--- src/rtl/ga_pkg.sv ---
// Shared definitions for the GA inversion-point generator: default sizes,
// LFSR constants, the draw FSM state type and the LFSR step function.
package ga_pkg;

  localparam int          GA_CHROM_LEN      = 150;
  localparam int          GA_IDX_W          = 8;
  localparam logic [15:0] LFSR_TAPS         = 16'hB400;
  localparam logic [15:0] LFSR_SEED_DEFAULT = 16'hACE1;

  typedef enum logic [1:0] {
    DRAW_A = 2'd0,
    DRAW_B = 2'd1,
    CHECK  = 2'd2,
    HOLD   = 2'd3
  } state_e;

  // One right-shifting Galois step: the bit shifted out folds the taps back in.
  function automatic logic [15:0] lfsr_advance(input logic [15:0] s);
    return s[0] ? ((s >> 1) ^ LFSR_TAPS) : (s >> 1);
  endfunction

endpackage

--- src/rtl/inversion_point_gen_lfsr16.sv ---
// 16-bit Galois LFSR (taps 16'hB400). A load of zero would lock the register
// at zero forever, so a zero load value is replaced by the default seed.
module lfsr16
  import ga_pkg::*;
(
  input  logic        clk,
  input  logic        rst,
  input  logic        load,
  input  logic [15:0] load_val,
  input  logic        step,
  output logic [15:0] state
);

  logic [15:0] r_state;

  // Priority: reset, then seed load, then a single step when requested.
  always_ff @(posedge clk) begin
    if (rst) begin
      r_state <= LFSR_SEED_DEFAULT;
    end else if (load) begin
      r_state <= (load_val == 16'h0000) ? LFSR_SEED_DEFAULT : load_val;
    end else if (step) begin
      r_state <= lfsr_advance(r_state);
    end
  end

  assign state = r_state;

endmodule

--- src/rtl/inversion_point_gen.sv ---
// Inversion point generator: draws two distinct indices below CHROM_LEN from
// an LFSR and presents them ordered (idx_lo < idx_hi) to the inversion stage.
// Build option: define INVPT_SPAN_LIMIT_EN to reject pairs with hi-lo > MAX_SPAN.
//
// Handshake: a pair transfers on a rising edge where out_valid && out_ready.
// out_valid, idx_lo and idx_hi stay stable until that transfer; out_ready
// has no effect while out_valid is low. seed_load wins over a same-cycle
// transfer, which is then dropped.
module inversion_point_gen
  import ga_pkg::*;
#(
  parameter int CHROM_LEN = GA_CHROM_LEN,
  parameter int IDX_W     = GA_IDX_W,
  parameter int MAX_SPAN  = 2
) (
  input  logic             clk,
  input  logic             rst,
  input  logic             seed_load,
  input  logic [15:0]      seed,
  output logic             out_valid,
  input  logic             out_ready,
  output logic [IDX_W-1:0] idx_lo,
  output logic [IDX_W-1:0] idx_hi,
  output logic [15:0]      reject_cnt,
  output state_e           dbg_state,
  output logic [15:0]      dbg_lfsr
);

  state_e           r_state;
  logic [IDX_W-1:0] r_a;
  logic [IDX_W-1:0] r_b;
  logic [IDX_W-1:0] r_lo;
  logic [IDX_W-1:0] r_hi;
  logic [15:0]      r_rej;

  state_e           w_state_nxt;
  logic [15:0]      w_lfsr;
  logic [IDX_W-1:0] w_cand;
  logic [IDX_W-1:0] w_lo;
  logic [IDX_W-1:0] w_hi;
  logic             w_in_range;
  logic             w_span_ok;
  logic             w_step;
  logic             w_take_a;
  logic             w_take_b;
  logic             w_take_pair;
  logic             w_reject;

  // The LFSR advances on every drawing cycle and freezes while a pair is held.
  assign w_step = (r_state != HOLD);

  lfsr16 u_lfsr (
    .clk      (clk),
    .rst      (rst),
    .load     (seed_load),
    .load_val (seed),
    .step     (w_step),
    .state    (w_lfsr)
  );

  assign w_cand     = w_lfsr[IDX_W-1:0];
  assign w_in_range = (int'(w_cand) < CHROM_LEN);
  assign w_lo       = (r_a < r_b) ? r_a : r_b;
  assign w_hi       = (r_a < r_b) ? r_b : r_a;

`ifdef INVPT_SPAN_LIMIT_EN
  assign w_span_ok = ((int'(w_hi) - int'(w_lo)) <= MAX_SPAN);
`else
  // Without span limiting every distinct pair is acceptable; MAX_SPAN is inert.
  logic w_unused_max_span;
  assign w_unused_max_span = (MAX_SPAN > 0);
  assign w_span_ok = 1'b1;
`endif

  // Next-state and draw decisions; a seed load aborts whatever was in progress.
  always_comb begin
    w_state_nxt = r_state;
    w_take_a    = 1'b0;
    w_take_b    = 1'b0;
    w_take_pair = 1'b0;
    w_reject    = 1'b0;
    case (r_state)
      DRAW_A: begin
        if (w_in_range) begin
          w_take_a    = 1'b1;
          w_state_nxt = DRAW_B;
        end else begin
          w_reject = 1'b1;
        end
      end
      DRAW_B: begin
        if (w_in_range && (w_cand != r_a)) begin
          w_take_b    = 1'b1;
          w_state_nxt = CHECK;
        end else begin
          w_reject = 1'b1;
        end
      end
      CHECK: begin
        if (w_span_ok) begin
          w_take_pair = 1'b1;
          w_state_nxt = HOLD;
        end else begin
          w_reject    = 1'b1;
          w_state_nxt = DRAW_A;
        end
      end
      HOLD: begin
        if (out_ready) begin
          w_state_nxt = DRAW_A;
        end
      end
      default: w_state_nxt = DRAW_A;
    endcase
    if (seed_load) begin
      w_state_nxt = DRAW_A;
      w_take_a    = 1'b0;
      w_take_b    = 1'b0;
      w_take_pair = 1'b0;
      w_reject    = 1'b0;
    end
  end

  // State, drawn indices, held output pair and saturating reject counter.
  always_ff @(posedge clk) begin
    if (rst) begin
      r_state <= DRAW_A;
      r_a     <= '0;
      r_b     <= '0;
      r_lo    <= '0;
      r_hi    <= '0;
      r_rej   <= '0;
    end else begin
      r_state <= w_state_nxt;
      if (w_take_a) begin
        r_a <= w_cand;
      end
      if (w_take_b) begin
        r_b <= w_cand;
      end
      if (w_take_pair) begin
        r_lo <= w_lo;
        r_hi <= w_hi;
      end
      if (w_reject && (r_rej != 16'hFFFF)) begin
        r_rej <= r_rej + 16'd1;
      end
    end
  end

  assign out_valid  = (r_state == HOLD);
  assign idx_lo     = r_lo;
  assign idx_hi     = r_hi;
  assign reject_cnt = r_rej;
  assign dbg_state  = r_state;
  assign dbg_lfsr   = w_lfsr;

endmodule

--- config.mk ---
export PLATFORM = sky130hd
export DESIGN_NAME = inversion_point_gen
export DESIGN_NICKNAME = d
export VERILOG_FILES = /design/src/rtl/ga_pkg.sv /design/src/rtl/inversion_point_gen_lfsr16.sv /design/src/rtl/inversion_point_gen.sv
export SDC_FILE = /design/constraint.sdc
export NUM_CORES = 1
export LEC_CHECK = 0
export ABC_AREA = 1
export CELL_PAD_IN_SITES_DETAIL_PLACEMENT = 0
export CELL_PAD_IN_SITES_GLOBAL_PLACEMENT = 2
export CORE_MARGIN = 1.5
export CORE_UTILIZATION = 31
export DETAILED_ROUTE_END_ITERATION = 7
export PLACE_DENSITY_LB_ADDON = 0.1
export SLEW_MARGIN = 20
export SYNTH_ARGS = -nofsm -noshare
export SYNTH_HDL_FRONTEND = slang
export SYNTH_SLANG_ARGS = --single-unit
export TNS_END_PERCENT = 20
--- constraint.sdc ---
create_clock -name clk -period 4.9 [get_ports clk]
set_input_delay 0.98 -clock clk [delete_from_list [all_inputs] [get_ports clk]]
set_output_delay 0.98 -clock clk [all_outputs]
set_load 0.01 [all_outputs]
==> flow_summary.toml <==
[layout]
final_nets = 605
fillCellCount = 1242
drive_above_1_share_pct = 4.844
syn2layout_area_growth_pct = 29.88
diodes = 0

[synth]
ys_seq_area_share_pct = 36.60
synth.distinct_cells = 28
syn_area_mm2 = 0.003610
synth.avg_cell_area_um2 = 7.023
syn_inst = 514
synth_seq_cells = 66
syn-num-nets = 546
ys_warn_count = 0

[sta]
finalMaxSlewViolations = 0
period_needed_ns = 3.034
maxSlewHeadroom_pct = 50.08
fin_worst_skew_ns = 0.006117
timing.final.crit_share_pct = 61.91
worst_pin_slew_ns = 0.7461
hold_violations = 0
setup_tns_ns = 0
setup_viol = 0
fmax_ghz = 0.3297
rsz0062_at_grt = "no"

[worst_setup_path]
cp.arrival_ns = 3.23
start_kind = "input pin"
crit_chain = "clkdlybuf4s50_1 -> buf_4 -> clkinv_1 -> nand2_1 -> inv_1 -> nand3_1 -> a21oi_1"
max_stage_delay_ns = 0.54
crit_fanout = 20
worst-endpoint-required_ns = 5.09
path_buf_inv = 4
critPathCaptureType = "register"
path_class = "input pin to register"
crit_family = "buffers and inverters"
cp_slowest_cell = "nand2_1"

[global_routing]
grt_max_degree = 50
track_usage_pct = 17.57
grt_pass1_wl_mm = 17.28
grt_pass1_vias = 3303
antenna_found_initial = 0
grt_remaining_overflow = 0

[clocking]
cts_tree = "yes"
cts_setup_buffers = 0
cts_sinks = 66
ctsRootBufferMaster = "clkbuf_16"
cts_buffers = 9
holdBufCountCts = 0
cts_max_path_buffers = 2
cts_resized = 0
htree_levels = 3
clk_pin_slew_ns = 0.06
clk_latency_ns = 0.33

[pwr]
p_leak_uw = 0.001835
p_comb_share_pct = 18.9
power_uw = 1603
power.internal_uw = 1137
power.share.sequential_pct = 36.9
sw_frac_of_total_pct = 29.05
p_switching_uw = 465.6
clock_power_share_pct = 44.3
power.density_mw_per_mm2 = 341.8
vdd_ir_drop_max_v = 0.0001377

[placed_design]
hpwl_mm = 7.405
place.gp.congestion = 0.8096
portBuffers = 70

[floorplan]
initial_utilization_pct = 31.75
boundaryPins = 71
die_height_um = 110.9
coreArea_mm2 = 0.01137
dieWidth_um = 110.9
num_rows = 39
dieArea_mm2 = 0.01230

[routing]
drt-vias-per-instance = 4.961
vias = 3577
drtPass1Iterations = 4
avgRoutedWirePerCell_um = 14.64
drt_iter0_drc = 205
wl_mm = 10.55
antenna_left = 0
drc = 0

[min_path]
hold_path_class = "register to register"

[run]
drv_cap = 0

[status]
status = "complete, no violations"
## path summary, 6_finish.rpt
| path | from | endpoint | slack (ns) | depth (start not counted) |
|---|---|---|---|---|
| min | idx_hi[4] | idx_hi[4] | 0.46 | 2 |
| min reg2reg | idx_hi[4] | idx_hi[4] | 0.46 | 2 |
| max reg2reg | r_b[5] | idx_lo[0] | 2.75 | 8 |
| max | seed_load | idx_lo[0] | 1.87 | 7 |
## power groups by stage
stage / clock (µW) / combinational (µW) / sequential, µW
final: 709 / 303 / 591
after global routing: 752 / 343 / 595
after CTS: 726 / 305 / 591
after detailed placement: 0 / 304 / 602
after global placement: 0 / 306 / 602
after floorplan: 0 / 211 / 601
## area by class of cell
type                    count  area [µm²]  area share, %
clock buffers              10       239.0          5.097
clock inverters             6       90.09          1.922
inverters                  58       217.7          4.644
multi-input cells         366        1926          41.07
flip-flops and latches     66        1321          28.18
well taps                 143       178.9          3.816
repair buffers             72       715.7          15.27
## per-layer routing
| layer | part of all wire [%] | GRT usage (%) | up-vias |
|---|---|---|---|
| li1 | - | - | 1850 |
| met1 | 51 | 25.53 | 1603 |
| met2 | 41 | 25.35 | 106 |
| met3 | 5.8 | 3.280 | 18 |
| met4 | 1.9 | 7.265 | 0 |
| met5 | 0 | 0 | - |
## stage by stage
step           hold WS (ns)  setup WS (ns)  utilization, %  area (µm²)  std cells
2_1_floorplan        0.4731          2.976               -        3610        514
3_3_place_gp         0.4564          1.575           38.34        4359        705
3_5_place_dp         0.4591          1.483           38.34        4359        705
4_1_cts              0.4680          1.836           41.23        4688        721
5_1_grt              0.4903          1.586           41.23        4688        721
6_report             0.4640          1.866           41.23        4688        721
## synth_stat cells, drive strengths merged
| master | n | share of area, % |
|---|---|---|
| a211oi | 8 | 1.7 |
| a21oi | 43 | 6.0 |
| a221oi | 9 | 2.2 |
| buf | 15 | 3.1 |
| clkbuf | 9 | 0.94 |
| clkinv | 1 | 0.10 |
| dfxtp | 66 | 37 |
| ha | 12 | 4.2 |
| inv | 57 | 5.9 |
| nand2 | 126 | 14 |
| nand3 | 52 | 8.0 |
| nand4 | 28 | 4.9 |
| nor2 | 39 | 4.1 |
| nor3 | 5 | 0.69 |
| o211ai | 5 | 1.0 |
| o21a | 1 | 0.21 |
| o21ai | 23 | 3.2 |
| xnor2 | 8 | 1.9 |
| xor2 | 7 | 1.7 |
## cell usage in the layout, fill, tap and decap left out, drive strengths merged
cell type / Yosys / final
xnor2: 8 / 8
bufinv: 0 / 2
o21a: 1 / 1
nand4: 28 / 28
clkinvlp: 0 / 4
nor2: 39 / 39
nor3: 5 / 5
dfxtp: 66 / 66
o21ai: 23 / 23
clkdlybuf4s50: 0 / 70
clkbuf: 9 / 10
clkinv: 1 / 1
o211ai: 5 / 5
buf: 15 / 2
nand2: 126 / 126
nand3: 52 / 52
xor2: 7 / 7
a221oi: 9 / 9
a21oi: 43 / 43
inv: 57 / 57
ha: 12 / 12
a211oi: 8 / 8
## sequential cells by signal (all words and copies together), names as in the netlist
signal	count
r_b	8
r_a	8
reject_cnt	16
dbg_state	2
idx_lo	8
u_lfsr.state	16
idx_hi	8
## cell families after synthesis
| kind of cell | share of synthesized area [%] |
|---|---|
| buf+inv | 10.05 |
| compound gates | 14.25 |
| xor+xnor | 3.640 |
| fa+ha+maj | 4.159 |
| flops | 36.60 |
| simple gates | 31.30 |
## worst min-delay path: cells and delay by family, from the launching register on
family	cells	cell delay [ns]
flip-flops	1	0.31
AND/OR/NAND/NOR	1	0.06
AO/OA/AOI/OAI	1	0.05
(Power assumes the default switching activity.)
